File: config.mk
export PLATFORM = sky130hd
export DESIGN_NAME = psw_reg
export DESIGN_NICKNAME = d
export VERILOG_FILES = /design/src/rtl/psw_reg_pkg.sv /design/src/rtl/psw_reg_cond_eval.sv /design/src/rtl/psw_reg.sv
export SDC_FILE = /design/constraint.sdc
export NUM_CORES = 1
export LEC_CHECK = 0
export BUFFER_PORTS_ARGS = -buffer_cell sky130_fd_sc_hd__clkbuf_2
export CAP_MARGIN = 20
export CORE_ASPECT_RATIO = 0.9
export CORE_MARGIN = 2
export CORE_UTILIZATION = 55
export CTS_BUF_LIST = sky130_fd_sc_hd__clkbuf_4 sky130_fd_sc_hd__clkbuf_8
export CTS_CLUSTER_DIAMETER = 150
export DETAILED_ROUTE_END_ITERATION = 10
export HOLD_SLACK_MARGIN = 0.1
export PLACE_DENSITY = 0.91
export SETUP_SLACK_MARGIN = 0.5
export SLEW_MARGIN = 20
export SYNTH_ARGS = -nofsm -noshare
export SYNTH_HDL_FRONTEND = slang
export SYNTH_SLANG_ARGS = --single-unit
File: constraint.sdc
create_clock -name clk -period 7.1 [get_ports clk]
set_clock_uncertainty 0.15 [all_clocks]
set_input_delay 1.065 -clock clk [delete_from_list [all_inputs] [get_ports clk]]
set_output_delay 1.065 -clock clk [all_outputs]
set_load 0.01 [all_outputs]
File: src/rtl/psw_reg_pkg.sv
// Shared definitions for the processor status word: bit positions, field ranges,
// reset value and the condition-code encoding used by the branch unit.
package psw_reg_pkg;

  localparam int PSW_W = 16;

  localparam int C_BIT   = 0;
  localparam int Z_BIT   = 1;
  localparam int N_BIT   = 2;
  localparam int SLP_BIT = 3;
  localparam int V_BIT   = 4;

  localparam int CUR_PRIO_LSB  = 5;
  localparam int CUR_PRIO_MSB  = 7;
  localparam int PREV_PRIO_LSB = 13;
  localparam int PREV_PRIO_MSB = 15;

  localparam logic [PSW_W-1:0] PSW_RESET = 16'h00E0;
  // Only the arithmetic flags may be touched by a masked update.
  localparam logic [PSW_W-1:0] FLAG_MASK = 16'h0017;
  localparam logic [PSW_W-1:0] RSVD_MASK = 16'h1F00;

  typedef enum logic [3:0] {
    COND_EQ = 4'd0,
    COND_NE = 4'd1,
    COND_CS = 4'd2,
    COND_CC = 4'd3,
    COND_MI = 4'd4,
    COND_PL = 4'd5,
    COND_VS = 4'd6,
    COND_VC = 4'd7,
    COND_HI = 4'd8,
    COND_LS = 4'd9,
    COND_GE = 4'd10,
    COND_LT = 4'd11,
    COND_GT = 4'd12,
    COND_LE = 4'd13,
    COND_AL = 4'd14,
    COND_NV = 4'd15
  } cond_e;

endpackage

File: src/rtl/psw_reg_cond_eval.sv
// Pure combinational condition-code decoder over the four arithmetic flags.
// Takes the flags individually so the branch unit can reuse it with any source.
module psw_cond_eval
  import psw_reg_pkg::*;
(
  input  logic       flag_c,
  input  logic       flag_z,
  input  logic       flag_n,
  input  logic       flag_v,
  input  logic [3:0] cond_code,
  output logic       cond_true
);

  always_comb begin
    cond_true = 1'b0;
    case (cond_e'(cond_code))
      COND_EQ: cond_true = flag_z;
      COND_NE: cond_true = !flag_z;
      COND_CS: cond_true = flag_c;
      COND_CC: cond_true = !flag_c;
      COND_MI: cond_true = flag_n;
      COND_PL: cond_true = !flag_n;
      COND_VS: cond_true = flag_v;
      COND_VC: cond_true = !flag_v;
      COND_HI: cond_true = flag_c && !flag_z;
      COND_LS: cond_true = !flag_c || flag_z;
      COND_GE: cond_true = (flag_n == flag_v);
      COND_LT: cond_true = (flag_n != flag_v);
      COND_GT: cond_true = !flag_z && (flag_n == flag_v);
      COND_LE: cond_true = flag_z || (flag_n != flag_v);
      COND_AL: cond_true = 1'b1;
      COND_NV: cond_true = 1'b0;
      default: cond_true = 1'b0;
    endcase
  end

endmodule

File: src/rtl/psw_reg.sv
// Architectural PSW with masked flag updates, full writes, and an internal
// shadow stack for exception entry/return. Condition evaluation is zero-latency.
module psw_reg
  import psw_reg_pkg::*;
#(
  parameter int STACK_DEPTH = 4
) (
  input  logic                           clk,
  input  logic                           rst_n,
  input  logic                           upd_en,
  input  logic [15:0]                    upd_val,
  input  logic [15:0]                    upd_msk,
  input  logic                           wr_en,
  input  logic [15:0]                    wr_val,
  input  logic                           push,
  input  logic [2:0]                     push_prio,
  input  logic                           pop,
  input  logic                           clr_err,
  input  logic [3:0]                     cond_code,
  output logic [15:0]                    psw,
  output logic                           cond_true,
  output logic [$clog2(STACK_DEPTH):0]   stk_depth,
  output logic                           stk_full,
  output logic                           stk_empty,
  output logic                           err_ovf,
  output logic                           err_udf
);

  localparam int AW = $clog2(STACK_DEPTH);
  localparam int DW = AW + 1;

  logic [15:0]   psw_q, psw_next;
  logic [DW-1:0] depth_q, depth_next, depth_m1;
  logic          ovf_q, udf_q, ovf_set, udf_set, do_push;
  logic [15:0]   upd_m;
  logic [15:0]   stack_q [STACK_DEPTH];

  assign depth_m1  = depth_q - DW'(1);
  assign stk_full  = (depth_q == DW'(STACK_DEPTH));
  assign stk_empty = (depth_q == '0);
  assign upd_m     = upd_msk & FLAG_MASK;

  // Exception requests outrank software writes, which outrank flag updates.
  always_comb begin
    psw_next   = psw_q;
    depth_next = depth_q;
    ovf_set    = 1'b0;
    udf_set    = 1'b0;
    do_push    = 1'b0;
    if (push && pop) begin
      ovf_set = 1'b1;
      udf_set = 1'b1;
    end else if (push) begin
      if (stk_full) begin
        ovf_set = 1'b1;
      end else begin
        do_push    = 1'b1;
        depth_next = depth_q + DW'(1);
        psw_next   = {psw_q[CUR_PRIO_MSB:CUR_PRIO_LSB], 5'b0, push_prio, 5'b0};
      end
    end else if (pop) begin
      if (stk_empty) begin
        udf_set = 1'b1;
      end else begin
        depth_next = depth_m1;
        psw_next   = stack_q[depth_m1[AW-1:0]];
      end
    end else if (wr_en) begin
      psw_next = wr_val & ~RSVD_MASK;
    end else if (upd_en) begin
      psw_next = (psw_q & ~upd_m) | (upd_val & upd_m);
    end
  end

  always_ff @(posedge clk or negedge rst_n) begin
    if (!rst_n) begin
      psw_q   <= PSW_RESET;
      depth_q <= '0;
      ovf_q   <= 1'b0;
      udf_q   <= 1'b0;
    end else begin
      psw_q   <= psw_next;
      depth_q <= depth_next;
      ovf_q   <= ovf_set | (ovf_q & ~clr_err);
      udf_q   <= udf_set | (udf_q & ~clr_err);
    end
  end

  // Stack contents are meaningless once depth is reset, so they carry no reset.
  always_ff @(posedge clk) begin
    if (do_push) begin
      stack_q[depth_q[AW-1:0]] <= psw_q;
    end
  end

  psw_cond_eval u_cond (
    .flag_c    (psw_q[C_BIT]),
    .flag_z    (psw_q[Z_BIT]),
    .flag_n    (psw_q[N_BIT]),
    .flag_v    (psw_q[V_BIT]),
    .cond_code (cond_code),
    .cond_true (cond_true)
  );

  assign psw       = psw_q;
  assign stk_depth = depth_q;
  assign err_ovf   = ovf_q;
  assign err_udf   = udf_q;

endmodule

## Word level (Yosys, flattened, before mapping)

Memory sizes are Yosys's and may differ from the RTL's.
Cells that the tools add are included.

| storage, ports and cells | value |
|---|---|
| flip-flop bits (word level) | 21 |
| RAM bits | 64 |
| output and inout bits | 24 |
| word-level logic and storage cells | 76 |
| input port bits | 62 |
| memories kept | 1 |

Memory list:

| name | words | bits a word | read ports | clocked after Yosys merged registers in | wr ports | RTL line | text |
|---|---|---|---|---|---|---|---|
| stack_q | 4 | 16 | 1 | 0 | 1 | psw_reg.sv:36 | `logic [15:0] stack_q [STACK_DEPTH];` |

| operators by class | value |
|---|---|
| bitwise gates (word level) | 10 |
| add/subtract/negate cells | 2 |
| multiplexer cells | 23 |
| eq/ne operators | 21 |
| reductions and logical operators | 15 |

Operator list:

| kind | count |
|---|---|
| 16-bit 2-to-1 mux | 6 |
| 4-bit equality test (second input constant) | 8 |
| 16-bit AND | 1 |
| 16-bit by 5-bit AND with 16-bit output | 1 |
| 4-bit by 3-bit equality test with 1-bit output (second input constant) | 4 |
| 5-bit inverter with 16-bit output | 1 |
| 16-bit bitwise OR | 1 |
| 1-bit case mux with 16 select lines | 1 |
| 1-bit 2-to-1 mux | 12 |
| 3-bit 2-to-1 mux | 4 |
| 4-bit by 2-bit equality test with 1-bit output (second input constant) | 2 |
| 4-bit AND reduction | 2 |
| 4-bit by 1-bit equality test with 1-bit output (second input constant) | 1 |
| 1-bit zero test | 4 |
| 4-bit zero test | 1 |
| 2-bit inequality test (second input constant) | 2 |
| 4-bit nonzero test | 1 |
| 3-bit by 1-bit adder with 3-bit output (second input constant) | 1 |
| 3-bit equality test (second input constant) | 1 |
| 1-bit logical AND | 3 |
| 3-bit zero test | 1 |
| 3-bit inequality test (second input constant) | 1 |
| 3-bit by 1-bit subtractor with 3-bit output (second input constant) | 1 |
| 1-bit AND | 2 |
| other kinds (6) | 9 |

## Longest topological paths before layout

| logic depth | value |
|---|---|
| depth in word-level cells | 7 |
| gate-level depth with buffers | 8 |
| depth with buffers taken out | 6 |

## Modules after synthesis

A second synthesis with hierarchy kept.

| second synthesis, totals | value |
|---|---|
| cells, all modules | 238 |
| area, all modules | 3751.1 sq um |

Modules (own cells, without submodules):

| module | sequential area each (sq um) | area each (sq um) | cells an instance | times used |
|---|---|---|---|---|
| psw_reg | 2451.1 | 3595.9 | 215 | 1 |
| psw_cond_eval | 0.0 | 155.1 | 23 | 1 |

## Worst setup path before layout

Ideal clock, no wire load.

| timing path | value |
|---|---|
| path type | in2out |
| start | input cond_code[1] |
| end | output cond_true |
| data required time | 5885 ps |
| stages | 4 |
| path buffers | 0 |
| path slack | 3993 ps |
| arrival | 1892 ps |
| cell sequence | mux4_2 > nor2_1 > a31oi_1 > xor2_1 |

| on the way | value |
|---|---|
| word-level cells in the longest chain between the ends | 2 |
| elaborated cells between the ends (all ways) | 17 |
| those cells by class | 15 x eq/ne; 1 x mux; 1 x reduce/logical |

Ends and longest elaborated chain:

| item | RTL line | text |
|---|---|---|
| from (decl) | psw_reg.sv:19 | `input logic [3:0] cond_code,` |
| 4-bit equality test (tied with other cells) | psw_reg_cond_eval.sv:16 | `case (cond_e'(cond_code))` |
| 1-bit case mux with 16 select lines (*) | psw_reg_cond_eval.sv:16 |  |
| to (decl) | psw_reg.sv:21 | `output logic cond_true,` |

Every way passes the cells marked *; elsewhere a longest branch is shown, timed or not.

## Worst setup path in the final report

Same ends and word-level chain as after synthesis.

==> flow_summary.toml <==
[outcome]
status = "complete, no violations"

[yosys]
synth_xor_area_frac = 0.00946
synth_cells = 228
synth-seq-cells = 85
synth_compound_area_frac = 0.0902
seq_area_frac_synth = 0.662
muxShareOfSynthArea = 0.147
syn_nets = 295
synth_top_family_by_area = "multiplexers"
synth-edff-count = 64
syn_area_um2 = 3700
avgSynthCellArea_um2 = 16.2
synth_ff_type = "edfxtp_1"
yosys_warnings = 0
synth-simple-area-share = 0.0402
synth_cell_type_count = 37
async_reset_ff_frac = 0.247
synthAdderAreaFrac = 0.0169

[flow_run]
max_cap_violations = 0

[critical_path]
cp_slowest_cell = "mux4_2"
path_max_fanout = 4
max_stage_delay_ns = 0.51
endpoint_kind = "output pin"
crit_type = "in2out"
startpoint_type = "primary input"
worstPathCellList = "clkbuf_2, mux4_2, nor2_1, a31oi_1, xor2_1, clkbuf_2"
worstPathArrival_ns = 2.13
required_ns = 5.88
crit_top_cell = "clkbuf_2"

[sta]
setup_tns_ns = 0
tightest_slew_ns = 1.13
fin_crit_sh = 0.471
max_freq_ghz = 0.299
fin_crit_ns = 3.34
fin_ws_ns = 3.76
finalHoldViolations = 0
slew_headroom = 0.247
setup-violations-final = 0
finalMaxSlewViolations = 0
rsz0062_at_grt = "false"

[floorplanning]
core_area_um2 = 6550
die_w_um = 90.5
num_rows = 28
die_y_um = 81.8
start_util = 0.565
ios = 86
die-area_um2 = 7400

[clock_network]
htreeDepth = 3
cts_hold_buf = 0
cts_tree = "built"
ctsRootBufferMaster = "clkbuf_8"
cts.clk_slew.worst_paths_ns = 0.08
clock_latency_ns = 0.35
cts_num_sinks = 85
cts_buffer_depth = 2
post_cts_buffers = 0
numCtsBuffers = 9
cts-resized-gates = 0

[grt]
grt_pass1_wl_mm = 11.0
grt_max_degree = 28
antenna_found_initial = 0
first_global_vias = 2113
grt-ovfl-total = 0
grt.total_usage = 0.207

[finish]
drive_gt1_frac = 0.359
antenna_cells = 0
syn2layout_area_growth_pct = 13.5
largest_reg_flops = 64
num-fill-cells = 458
final_nets = 349

[hold_path]
min_path_type = "reg2reg"

[power_and_ir_drop]
p_leak_nw = 1.67
ir_drop_mv = 0.210
power.density_nw_per_um2 = 402

[drt]
wirelength_mm = 7.08
wl_per_cell_um = 18.8
vias = 2166
drt-initial-drc-count = 178
first_pass_iters = 4
drc_errors = 0
detail-route-antenna-nets = 0
viasPerCell = 5.75

[place]
portBuffers = 56
post-place-ws_ns = 3.76
gp_congestion = 0.748
dpl.hpwl_mm = 4.54
## cells in the final DEF (no fill, tap or decap), drive strengths merged
cell type | Yosys | layout
or2 | 1 | 1
and2 | 5 | 5
edfxtp | 64 | 64
mux2 | 15 | 15
ha | 5 | 5
mux4 | 7 | 7
o21ai | 10 | 10
buf | 13 | 2
o41a | 1 | 1
mux2i | 20 | 20
dfstp | 3 | 3
nor4b | 1 | 1
a31oi | 1 | 1
nand2b | 7 | 7
o221ai | 10 | 10
nor2b | 2 | 2
o211ai | 4 | 4
clkbuf | 2 | 69
nand3b | 1 | 1
dfrtp | 18 | 18
a22o | 5 | 5
clkinv | 0 | 1
a21oi | 2 | 2
nor2 | 4 | 4
a22oi | 7 | 7
clkinvlp | 0 | 2
nand3 | 1 | 1
xor2 | 1 | 1
inv | 7 | 7
a32oi | 1 | 1
xnor2 | 3 | 3
nand2 | 5 | 5
o31ai | 2 | 2
## routing by layer
layer,GRT usage,share of wire,vias up
met5,0,0,-
met4,0.111,0.027,0
met3,0.0541,0.062,16
met2,0.334,0.50,85
met1,0.263,0.41,1071
li1,-,-,994
## through the flow
| stage | area [µm²] | instances | hold WS (ns) | utilization | power (mW) |
|---|---|---|---|---|---|
| 3_3_place_gp | 4010 | 361 | 0.362 | 0.613 | 1.36 |
| 2_1_floorplan | 3700 | 228 | 0.389 | - | 1.22 |
| 4_1_cts | 4200 | 377 | 0.382 | 0.641 | 1.70 |
| 6_report | 4200 | 377 | 0.385 | 0.641 | 1.69 |
| 5_1_grt | 4200 | 377 | 0.430 | 0.641 | 1.77 |
| 3_5_place_dp | 4010 | 361 | 0.371 | 0.613 | 1.39 |
## path summary, 6_finish.rpt
| check | startpoint | endpoint | slack (ns) | cells past startpoint |
|---|---|---|---|---|
| worst max-delay path | cond_code[1] | cond_true | 3.76 | 6 |
| max in group asynchronous | rst_n | psw[13] | 5.86 | 1 |
| worst max register to register | stk_depth[0] | stack_q[2][15] | 4.10 | 5 |
| worst min register to register | psw[13] | stack_q[3][13] | 0.38 | 0 |
| min in group asynchronous | rst_n | stk_depth[1] | 0.55 | 1 |
| worst min-delay path | psw[13] | stack_q[3][13] | 0.38 | 0 |
## kinds of logic (layout without fill, tap and decap cells)
family / count (synthesis) / count (layout)
XOR/XNOR: 4 / 4
flip-flops: 85 / 85
AO/OA/AOI/OAI: 43 / 43
multiplexers: 42 / 42
buffers and inverters: 22 / 81
adder cells (fa/ha/maj): 5 / 5
AND/OR/NAND/NOR: 27 / 27
## cell usage after synthesis (2+ instances only)
cell / count / area (µm²)
a21oi_1: 2 / 10.0
buf_2: 6 / 30.0
nor2b_1: 2 / 12.5
nand2b_1: 7 / 43.8
mux4_2: 7 / 158
dfrtp_1: 18 / 450
dfstp_2: 3 / 78.8
o21ai_0: 10 / 50.1
inv_1: 7 / 26.3
edfxtp_1: 64 / 1920
buf_4: 5 / 37.5
nor2_1: 4 / 15.0
a22o_1: 5 / 43.8
o211ai_1: 4 / 30.0
mux2_2: 10 / 113
o221ai_1: 10 / 87.6
ha_1: 5 / 62.6
mux2i_1: 20 / 200
buf_6: 2 / 22.5
mux2_4: 5 / 75.1
and2_1: 5 / 31.3
xnor2_1: 3 / 26.3
nand2_1: 5 / 18.8
a22oi_1: 6 / 45.0
## cell type report
class	count	area (µm²)	share of cell area
flip-flops and latches	85	2450	0.584
multi-input cells	121	1130	0.269
repair buffers	58	295	0.0703
clock buffers	13	166	0.0396
well taps	90	113	0.0268
inverters	7	26.3	0.00626
clock inverters	3	20.0	0.00477
## worst max-delay path: cells and delay by family
kind                   cells  cell delay, ns
XOR/XNOR                   1            0.14
multiplexers               1            0.51
AO/OA/AOI/OAI              1            0.05
buffers and inverters      2            0.27
AND/OR/NAND/NOR            1            0.10
## power by group
| group | leakage (nW) | total [mW] | switching (mW) | internal [mW] |
|---|---|---|---|---|
| Combinational | 0.732 | 0.562 | 0.287 | 0.275 |
| Clock | 0.0925 | 0.313 | 0.159 | 0.153 |
| Sequential | 0.847 | 0.813 | 0.115 | 0.698 |
Power figures use the tool's default switching activity.
